[config.mk]
export PLATFORM = sky130hd
export DESIGN_NAME = pixel_scheduler_flat
export DESIGN_NICKNAME = d
export VERILOG_FILES = /design/src/rtl/render_pkg.sv /design/src/rtl/pixel_scheduler_if.sv /design/src/rtl/pixel_scheduler_credit_counter.sv /design/src/rtl/pixel_scheduler.sv /design/src/flat_wrapper.sv
export SDC_FILE = /design/constraint.sdc
export NUM_CORES = 1
export LEC_CHECK = 0
export BUFFER_PORTS_ARGS = -buffer_cell sky130_fd_sc_hd__buf_4
export CAP_MARGIN = 20
export CORE_MARGIN = 2
export CORE_UTILIZATION = 50
export CTS_CLUSTER_DIAMETER = 50
export DETAILED_ROUTE_END_ITERATION = 7
export PLACE_DENSITY = 0.71
export SLEW_MARGIN = 40
export SYNTH_ARGS = -nofsm -noshare
export SYNTH_HDL_FRONTEND = slang
export SYNTH_SLANG_ARGS = --single-unit
export TNS_END_PERCENT = 5
[constraint.sdc]
create_clock -name aclk -period 4.72 [get_ports aclk]
set_clock_uncertainty 0.2 [all_clocks]
set_input_delay 0 -clock aclk [delete_from_list [all_inputs] [get_ports aclk]]
set_output_delay 0 -clock aclk [all_outputs]
set_load 0.03 [all_outputs]
[src/rtl/render_pkg.sv]
// Shared renderer definitions: coordinate widths, object-select codes and the scheduler state type.
package render_pkg;
  localparam int HCOUNT_W = 11;
  localparam int VCOUNT_W = 10;

  localparam logic [1:0] SEL_SPHERE = 2'b01;
  localparam logic [1:0] SEL_CYL    = 2'b10;
  localparam logic [1:0] SEL_BOTH   = 2'b11;

  typedef enum logic [1:0] {IDLE, ISSUE, DRAIN} sched_state_t;
endpackage

[src/rtl/pixel_scheduler_if.sv]
// Paired hcount/vcount AXI-Stream-style coordinate channels between scheduler and renderer.
interface pixel_scheduler_if;
  import render_pkg::*;

  logic [HCOUNT_W-1:0] hcount_axis_tdata;
  logic                hcount_axis_tvalid;
  logic                hcount_axis_tready;
  logic [VCOUNT_W-1:0] vcount_axis_tdata;
  logic                vcount_axis_tvalid;
  logic                vcount_axis_tready;

  modport master (
    output hcount_axis_tdata, hcount_axis_tvalid,
    input  hcount_axis_tready,
    output vcount_axis_tdata, vcount_axis_tvalid,
    input  vcount_axis_tready
  );

  modport slave (
    input  hcount_axis_tdata, hcount_axis_tvalid,
    output hcount_axis_tready,
    input  vcount_axis_tdata, vcount_axis_tvalid,
    output vcount_axis_tready
  );
endinterface

[src/rtl/pixel_scheduler_credit_counter.sv]
// Counts issued-but-not-retired pixels; flags a sticky error on retire with nothing in flight.
module credit_counter #(
  parameter  int unsigned MAX = 512,
  localparam int unsigned CW  = $clog2(MAX + 1)
) (
  input  logic          clk,
  input  logic          rst,
  input  logic          inc,
  input  logic          dec,
  output logic [CW-1:0] count,
  output logic          full,
  output logic          empty,
  output logic          err
);
  logic [CW-1:0] count_q, count_d;
  logic          err_q, err_d;
  logic          take;

  assign take = dec && (count_q != '0);

  always_comb begin
    count_d = count_q;
    err_d   = err_q;
    if (dec && (count_q == '0)) err_d = 1'b1;
    unique case ({inc, take})
      2'b10:   if (count_q != CW'(MAX)) count_d = count_q + 1'b1;
      2'b01:   count_d = count_q - 1'b1;
      default: count_d = count_q;
    endcase
  end

  always_ff @(posedge clk or posedge rst) begin
    if (rst) begin
      count_q <= '0;
      err_q   <= 1'b0;
    end else begin
      count_q <= count_d;
      err_q   <= err_d;
    end
  end

  assign count = count_q;
  // full looks one cycle ahead so tvalid can be raised back-to-back without overshooting
  assign full  = (count_d == CW'(MAX));
  assign empty = (count_q == '0);
  assign err   = err_q;
endmodule

[src/rtl/pixel_scheduler.sv]
// Raster-order pixel coordinate issuer for the ray-tracing renderer, credit-limited,
// reporting frame completion once every issued pixel has retired.
module pixel_scheduler
  import render_pkg::*;
#(
  parameter int unsigned H_PIXELS     = 320,
  parameter int unsigned V_PIXELS     = 180,
  parameter int unsigned MAX_INFLIGHT = 512
) (
  input  logic              aclk,
  input  logic              areset,
  input  logic              start,
  input  logic [1:0]        select_objs_cfg,
  pixel_scheduler_if.master axis,
  output logic [1:0]        select_objs,
  input  logic              pixel_retire,
  output logic              busy,
  output logic              frame_done,
  output logic              credit_err
);
  localparam int unsigned CW = $clog2(MAX_INFLIGHT + 1);
  localparam logic [HCOUNT_W-1:0] H_LAST = HCOUNT_W'(H_PIXELS - 1);
  localparam logic [VCOUNT_W-1:0] V_LAST = VCOUNT_W'(V_PIXELS - 1);

  sched_state_t        state_q, state_d;
  logic [HCOUNT_W-1:0] h_q, h_d;
  logic [VCOUNT_W-1:0] v_q, v_d;
  logic                valid_q, valid_d;
  logic [1:0]          sel_q, sel_d;

  logic          fire, last_beat, drained;
  logic [CW-1:0] in_flight;
  logic          cc_full, cc_empty;

  assign fire      = valid_q & axis.hcount_axis_tready & axis.vcount_axis_tready;
  assign last_beat = (h_q == H_LAST) && (v_q == V_LAST);
  // Completes in the same cycle as the final retire, not one cycle later
  assign drained   = cc_empty || ((in_flight == CW'(1)) && pixel_retire);

  credit_counter #(.MAX(MAX_INFLIGHT)) u_credit (
    .clk   (aclk),
    .rst   (areset),
    .inc   (fire),
    .dec   (pixel_retire),
    .count (in_flight),
    .full  (cc_full),
    .empty (cc_empty),
    .err   (credit_err)
  );

  always_comb begin
    state_d    = state_q;
    h_d        = h_q;
    v_d        = v_q;
    valid_d    = valid_q;
    sel_d      = sel_q;
    frame_done = 1'b0;
    unique case (state_q)
      IDLE: begin
        if (start) begin
          state_d = ISSUE;
          h_d     = '0;
          v_d     = '0;
          sel_d   = select_objs_cfg;
          valid_d = 1'b1;
        end
      end
      ISSUE: begin
        if (fire) begin
          if (last_beat) begin
            state_d = DRAIN;
            valid_d = 1'b0;
          end else begin
            if (h_q == H_LAST) begin
              h_d = '0;
              v_d = v_q + 1'b1;
            end else begin
              h_d = h_q + 1'b1;
            end
            valid_d = !cc_full;
          end
        end else if (!valid_q) begin
          valid_d = !cc_full;
        end
      end
      DRAIN: begin
        valid_d = 1'b0;
        if (drained) begin
          frame_done = 1'b1;
          state_d    = IDLE;
        end
      end
      default: state_d = IDLE;
    endcase
  end

  always_ff @(posedge aclk or posedge areset) begin
    if (areset) begin
      state_q <= IDLE;
      h_q     <= '0;
      v_q     <= '0;
      valid_q <= 1'b0;
      sel_q   <= '0;
    end else begin
      state_q <= state_d;
      h_q     <= h_d;
      v_q     <= v_d;
      valid_q <= valid_d;
      sel_q   <= sel_d;
    end
  end

  assign axis.hcount_axis_tdata  = h_q;
  assign axis.hcount_axis_tvalid = valid_q;
  assign axis.vcount_axis_tdata  = v_q;
  assign axis.vcount_axis_tvalid = valid_q;
  assign select_objs             = sel_q;
  assign busy                    = (state_q != IDLE);
endmodule

[src/flat_wrapper.sv]
// flat-port wrapper written by rule: the top's interface ports become plain ports
module pixel_scheduler_flat import render_pkg::*;
#(
  parameter int unsigned H_PIXELS     = 320,
  parameter int unsigned V_PIXELS     = 180,
  parameter int unsigned MAX_INFLIGHT = 512
)
  (aclk, areset, start, select_objs_cfg, select_objs, pixel_retire, busy, frame_done, credit_err, axis_hcount_axis_tdata, axis_hcount_axis_tvalid, axis_hcount_axis_tready, axis_vcount_axis_tdata, axis_vcount_axis_tvalid, axis_vcount_axis_tready);
  pixel_scheduler_if axis_i ();
  input  logic aclk;
  input  logic areset;
  input  logic start;
  input  logic [1:0] select_objs_cfg;
  output logic [1:0] select_objs;
  input  logic pixel_retire;
  output logic busy;
  output logic frame_done;
  output logic credit_err;
  output wire logic [$bits(axis_i.hcount_axis_tdata)-1:0] axis_hcount_axis_tdata;
  output wire logic [$bits(axis_i.hcount_axis_tvalid)-1:0] axis_hcount_axis_tvalid;
  input wire logic [$bits(axis_i.hcount_axis_tready)-1:0] axis_hcount_axis_tready;
  output wire logic [$bits(axis_i.vcount_axis_tdata)-1:0] axis_vcount_axis_tdata;
  output wire logic [$bits(axis_i.vcount_axis_tvalid)-1:0] axis_vcount_axis_tvalid;
  input wire logic [$bits(axis_i.vcount_axis_tready)-1:0] axis_vcount_axis_tready;
  assign axis_hcount_axis_tdata = axis_i.hcount_axis_tdata;
  assign axis_hcount_axis_tvalid = axis_i.hcount_axis_tvalid;
  assign axis_i.hcount_axis_tready = axis_hcount_axis_tready;
  assign axis_vcount_axis_tdata = axis_i.vcount_axis_tdata;
  assign axis_vcount_axis_tvalid = axis_i.vcount_axis_tvalid;
  assign axis_i.vcount_axis_tready = axis_vcount_axis_tready;
  pixel_scheduler #(.H_PIXELS(H_PIXELS), .V_PIXELS(V_PIXELS), .MAX_INFLIGHT(MAX_INFLIGHT)) u_core (.aclk(aclk), .areset(areset), .start(start), .select_objs_cfg(select_objs_cfg), .axis(axis_i), .select_objs(select_objs), .pixel_retire(pixel_retire), .busy(busy), .frame_done(frame_done), .credit_err(credit_err));
endmodule
==> impl_metrics.json <==
{
  "synth_common_cells": "dfrtp_1, nand2_1, nor2_1, inv_1",
  "grt_remaining_overflow": 0,
  "firstDrtPassIters": 5,
  "routabilityCongestion": 0.935,
  "ys_warn_count": 0,
  "yosysMostFrequentCell": "dfrtp_1",
  "routed_wl_um": 5610,
  "ys.flop_type": "dfrtp_1",
  "worstPathCellList": "inv_1 > ha_1 > nor3b_1 > nand2_1 > o21ai_0 > inv_1 > ha_1 > and2b_2 > a221oi_1 > a31oi_1 > or4_1 > nor4_2 > a31oi_1",
  "fp-row-count": 25,
  "fin_crit_ps": 4280,
  "cts_buffers": 5,
  "slew_viol_final": 0,
  "fp.coreArea_sq_um": 4720,
  "irDropWorstVdd_v": 0.000302,
  "vias": 2219,
  "comb_power_share_pct": 38.3,
  "tightestPinTransition_ps": 705,
  "max_freq_ghz": 0.234,
  "clkLatencyLatePin_ps": 290,
  "min_path_type": "in2reg",
  "synth_seq_cells": 37,
  "finalSetupViolCount": 0,
  "finalNonFillerCells": 377,
  "p_int_mw": 0.660,
  "p_per_area_nw_per_um2": 402,
  "fp.dieArea_sq_um": 5470,
  "cpMaxStageDelayCell": "ha_1",
  "switching_share_pct": 42.5,
  "synthesis.nets": 290,
  "reg2reg_slack_ps": 440,
  "ys_seq_area_share_pct": 37.9,
  "synth_top_cell_by_area": "dfrtp_1",
  "cts_hold_buf": 5,
  "dp.cells": 364,
  "layout-drive-gt1-share_pct": 18.7,
  "multiInputGateArea_sq_um": 1380,
  "dp_hpwl_um": 4110,
  "rr_endpoint": "u_core.axis.hcount_axis_tvalid$_DFFE_PP0P_",
  "cts_tree": "built",
  "crit_fanout": 16,
  "synth.top_cell.area_share_pct": 37.9,
  "synth_cell_types": 62,
  "die_h_um": 73.9,
  "fin_setup_tns_ps": 0,
  "slew_headroom_pct": 52.4,
  "htreeDepth": 2,
  "maxCapViolCount": 0,
  "rsz0062_at_grt": "no",
  "synth_area_leaders": "dfrtp_1, nand2_1, nor2_1",
  "share_seq_of_total_power_pct": 43.5,
  "async_flop_share_pct": 100,
  "cp.arrival_ps": 4210,
  "io_buffers": 35,
  "antennaDiodeCount": 0,
  "antenna_found_initial": 0,
  "finalHoldViolCount": 0,
  "ctsResizeCount": 0,
  "ios": 36,
  "grt_max_degree": 38,
  "first_global_vias": 2036,
  "antenna_left": 0,
  "min_to": "u_core.state_q[0]$_DFFE_PP0P_",
  "track_usage_pct": 22.2,
  "synth_edf_count": 0,
  "syn_to_final_growth_pct": 16.6,
  "vias_per_cell": 5.89,
  "start_kind": "flip-flop",
  "syn_area_per_cell_sq_um": 8.89,
  "crit_type": "reg2reg",
  "crit_required_ps": 4650,
  "min_from": "axis_hcount_axis_tready",
  "end_kind": "flip-flop",
  "cts_max_path_buffers": 2,
  "drt_iter0_markers": 145,
  "fill_cells": 416,
  "final.period_utilization_pct": 90.7,
  "cts_sinks": 37,
  "clockRootBuffer": "clkbuf_8",
  "worstHoldPathCells": 4,
  "r2r_cells": 13,
  "critPathMaxStageDelay_ps": 590,
  "netlist_area_sq_um": 2450,
  "pwr-share-clk_pct": 18.2,
  "fin_nets": 324,
  "initial_utilization_pct": 51.8,
  "post_cts_buffers": 0,
  "clk_pin_slew_ps": 70,
  "fp.dieW_um": 73.9,
  "seqCellArea_sq_um": 926,
  "synthCells": 275,
  "grt_first_pass_wirelength_um": 9490,
  "p_switching_mw": 0.487,
  "status": "complete, no violations",
  "routedWlPerCell_um": 14.9,
  "drc": 0,
  "timing.rr.start": "u_core.u_credit.count[0]$_DFF_PP0_",
  "leakage_nw": 1.24
}
-- placed cells by master, fill, tap and decap left out, types with 3 or more instances in the layout --
cell type and n:
nor4_1 6, and4_1 3, nor2b_1 3, buf_4 37, nor3_1 3, a31oi_1 4, nor2_1 26, dlygate4sd3_1 5
and2_1 5, nand3_1 12, or3_1 3, a211oi_1 7, a21oi_1 7, nand2_1 30, ha_1 7, o2111ai_1 3
a21o_1 3, clkbuf_8 5, xnor2_1 10, nor3b_1 3, o211ai_1 3, xor2_1 6, o21ai_0 12, mux2_2 3
dfrtp_1 37, inv_1 14, and3_1 5, nand4_1 5
-- worst max-delay path: cells and delay by family (launching register included) --
family | cells | cell delay [ps]
adder cells (fa/ha/maj) | 2 | 850
AO/OA/AOI/OAI | 4 | 700
AND/OR/NAND/NOR | 5 | 1700
buffers and inverters | 2 | 190
flip-flops | 1 | 490
-- layer usage --
| metal | up-vias | global-route usage [%] | routed length (um) |
|---|---|---|---|
| li1 | 1069 | - | - |
| met1 | 1057 | 30.6 | 2500 |
| met2 | 80 | 35.5 | 2740 |
| met3 | 13 | 4.07 | 261 |
| met4 | 0 | 7.47 | 108 |
| met5 | - | 0 | 0 |
-- how the worst max path moves through the flow --
stage / from / to / slack [ps] / depth (start not counted)
2_1_floorplan: u_core.u_credit.count[0]$_DFF_PP0_ / u_core.axis.hcount_axis_tvalid$_DFFE_PP0P_ / 1090 / 14
3_3_place_gp: u_core.u_credit.count[0]$_DFF_PP0_ / u_core.axis.hcount_axis_tvalid$_DFFE_PP0P_ / 590 / 13
3_5_place_dp: u_core.u_credit.count[0]$_DFF_PP0_ / u_core.axis.hcount_axis_tvalid$_DFFE_PP0P_ / 470 / 13
4_1_cts: u_core.u_credit.count[0]$_DFF_PP0_ / u_core.axis.hcount_axis_tvalid$_DFFE_PP0P_ / 470 / 13
5_1_grt: u_core.u_credit.count[0]$_DFF_PP0_ / u_core.axis.hcount_axis_tvalid$_DFFE_PP0P_ / 60 / 13
6_report: u_core.u_credit.count[0]$_DFF_PP0_ / u_core.axis.hcount_axis_tvalid$_DFFE_PP0P_ / 440 / 13
-- state kept, by name, indices dropped and copies added, names as in the netlist --
name,flops
u_core.select_objs,2
u_core.state_q,2
u_core.axis.vcount_axis_tdata,10
u_core.axis.hcount_axis_tvalid,1
u_core.axis.hcount_axis_tdata,11
u_core.u_credit.err,1
u_core.u_credit.count,10
-- layout make-up --
type | count | area share (%)
Timing Repair Buffer | 42 | 11.5
Sequential cell | 37 | 32.5
Clock inverter | 2 | 0.351
Multi-Input combinational cell | 209 | 48.4
Clock buffer | 6 | 2.54
Tap cell | 67 | 2.94
Inverter | 14 | 1.84
-- cells by family after synthesis --
kind of cell	synth area share, %
xor+xnor	5.73
simple gates	25.3
compound gates	20.1
buf+inv	5.73
mux	1.79
fa+ha+maj	3.58
flops	37.9
-- stage by stage --
| stage | area (sq um) | hold WS (ps) | setup slack, ps | utilization, % | power, mW |
|---|---|---|---|---|---|
| floorplan | 2450 | -94.6 | 1090 | - | 0.824 |
| global placement | 2720 | -56.1 | 587 | 57.6 | 0.927 |
| detailed placement | 2720 | -56.1 | 467 | 57.6 | 0.933 |
| CTS | 2850 | 24.6 | 470 | 60.4 | 1.15 |
| global route | 2850 | 88.6 | 56.8 | 60.4 | 1.22 |
| finish | 2850 | 16.5 | 441 | 60.4 | 1.15 |
-- power groups by stage --
| stage | logic, mW | registers [mW] | clock network (mW) |
|---|---|---|---|
| final | 0.439 | 0.499 | 0.209 |
| after global routing | 0.480 | 0.514 | 0.230 |
| after CTS | 0.437 | 0.495 | 0.214 |
| after detailed placement | 0.432 | 0.501 | 0 |
| after global placement | 0.429 | 0.498 | 0 |
| after floorplan | 0.336 | 0.488 | 0 |
No activity file was read; power rests on OpenSTA's default activity.
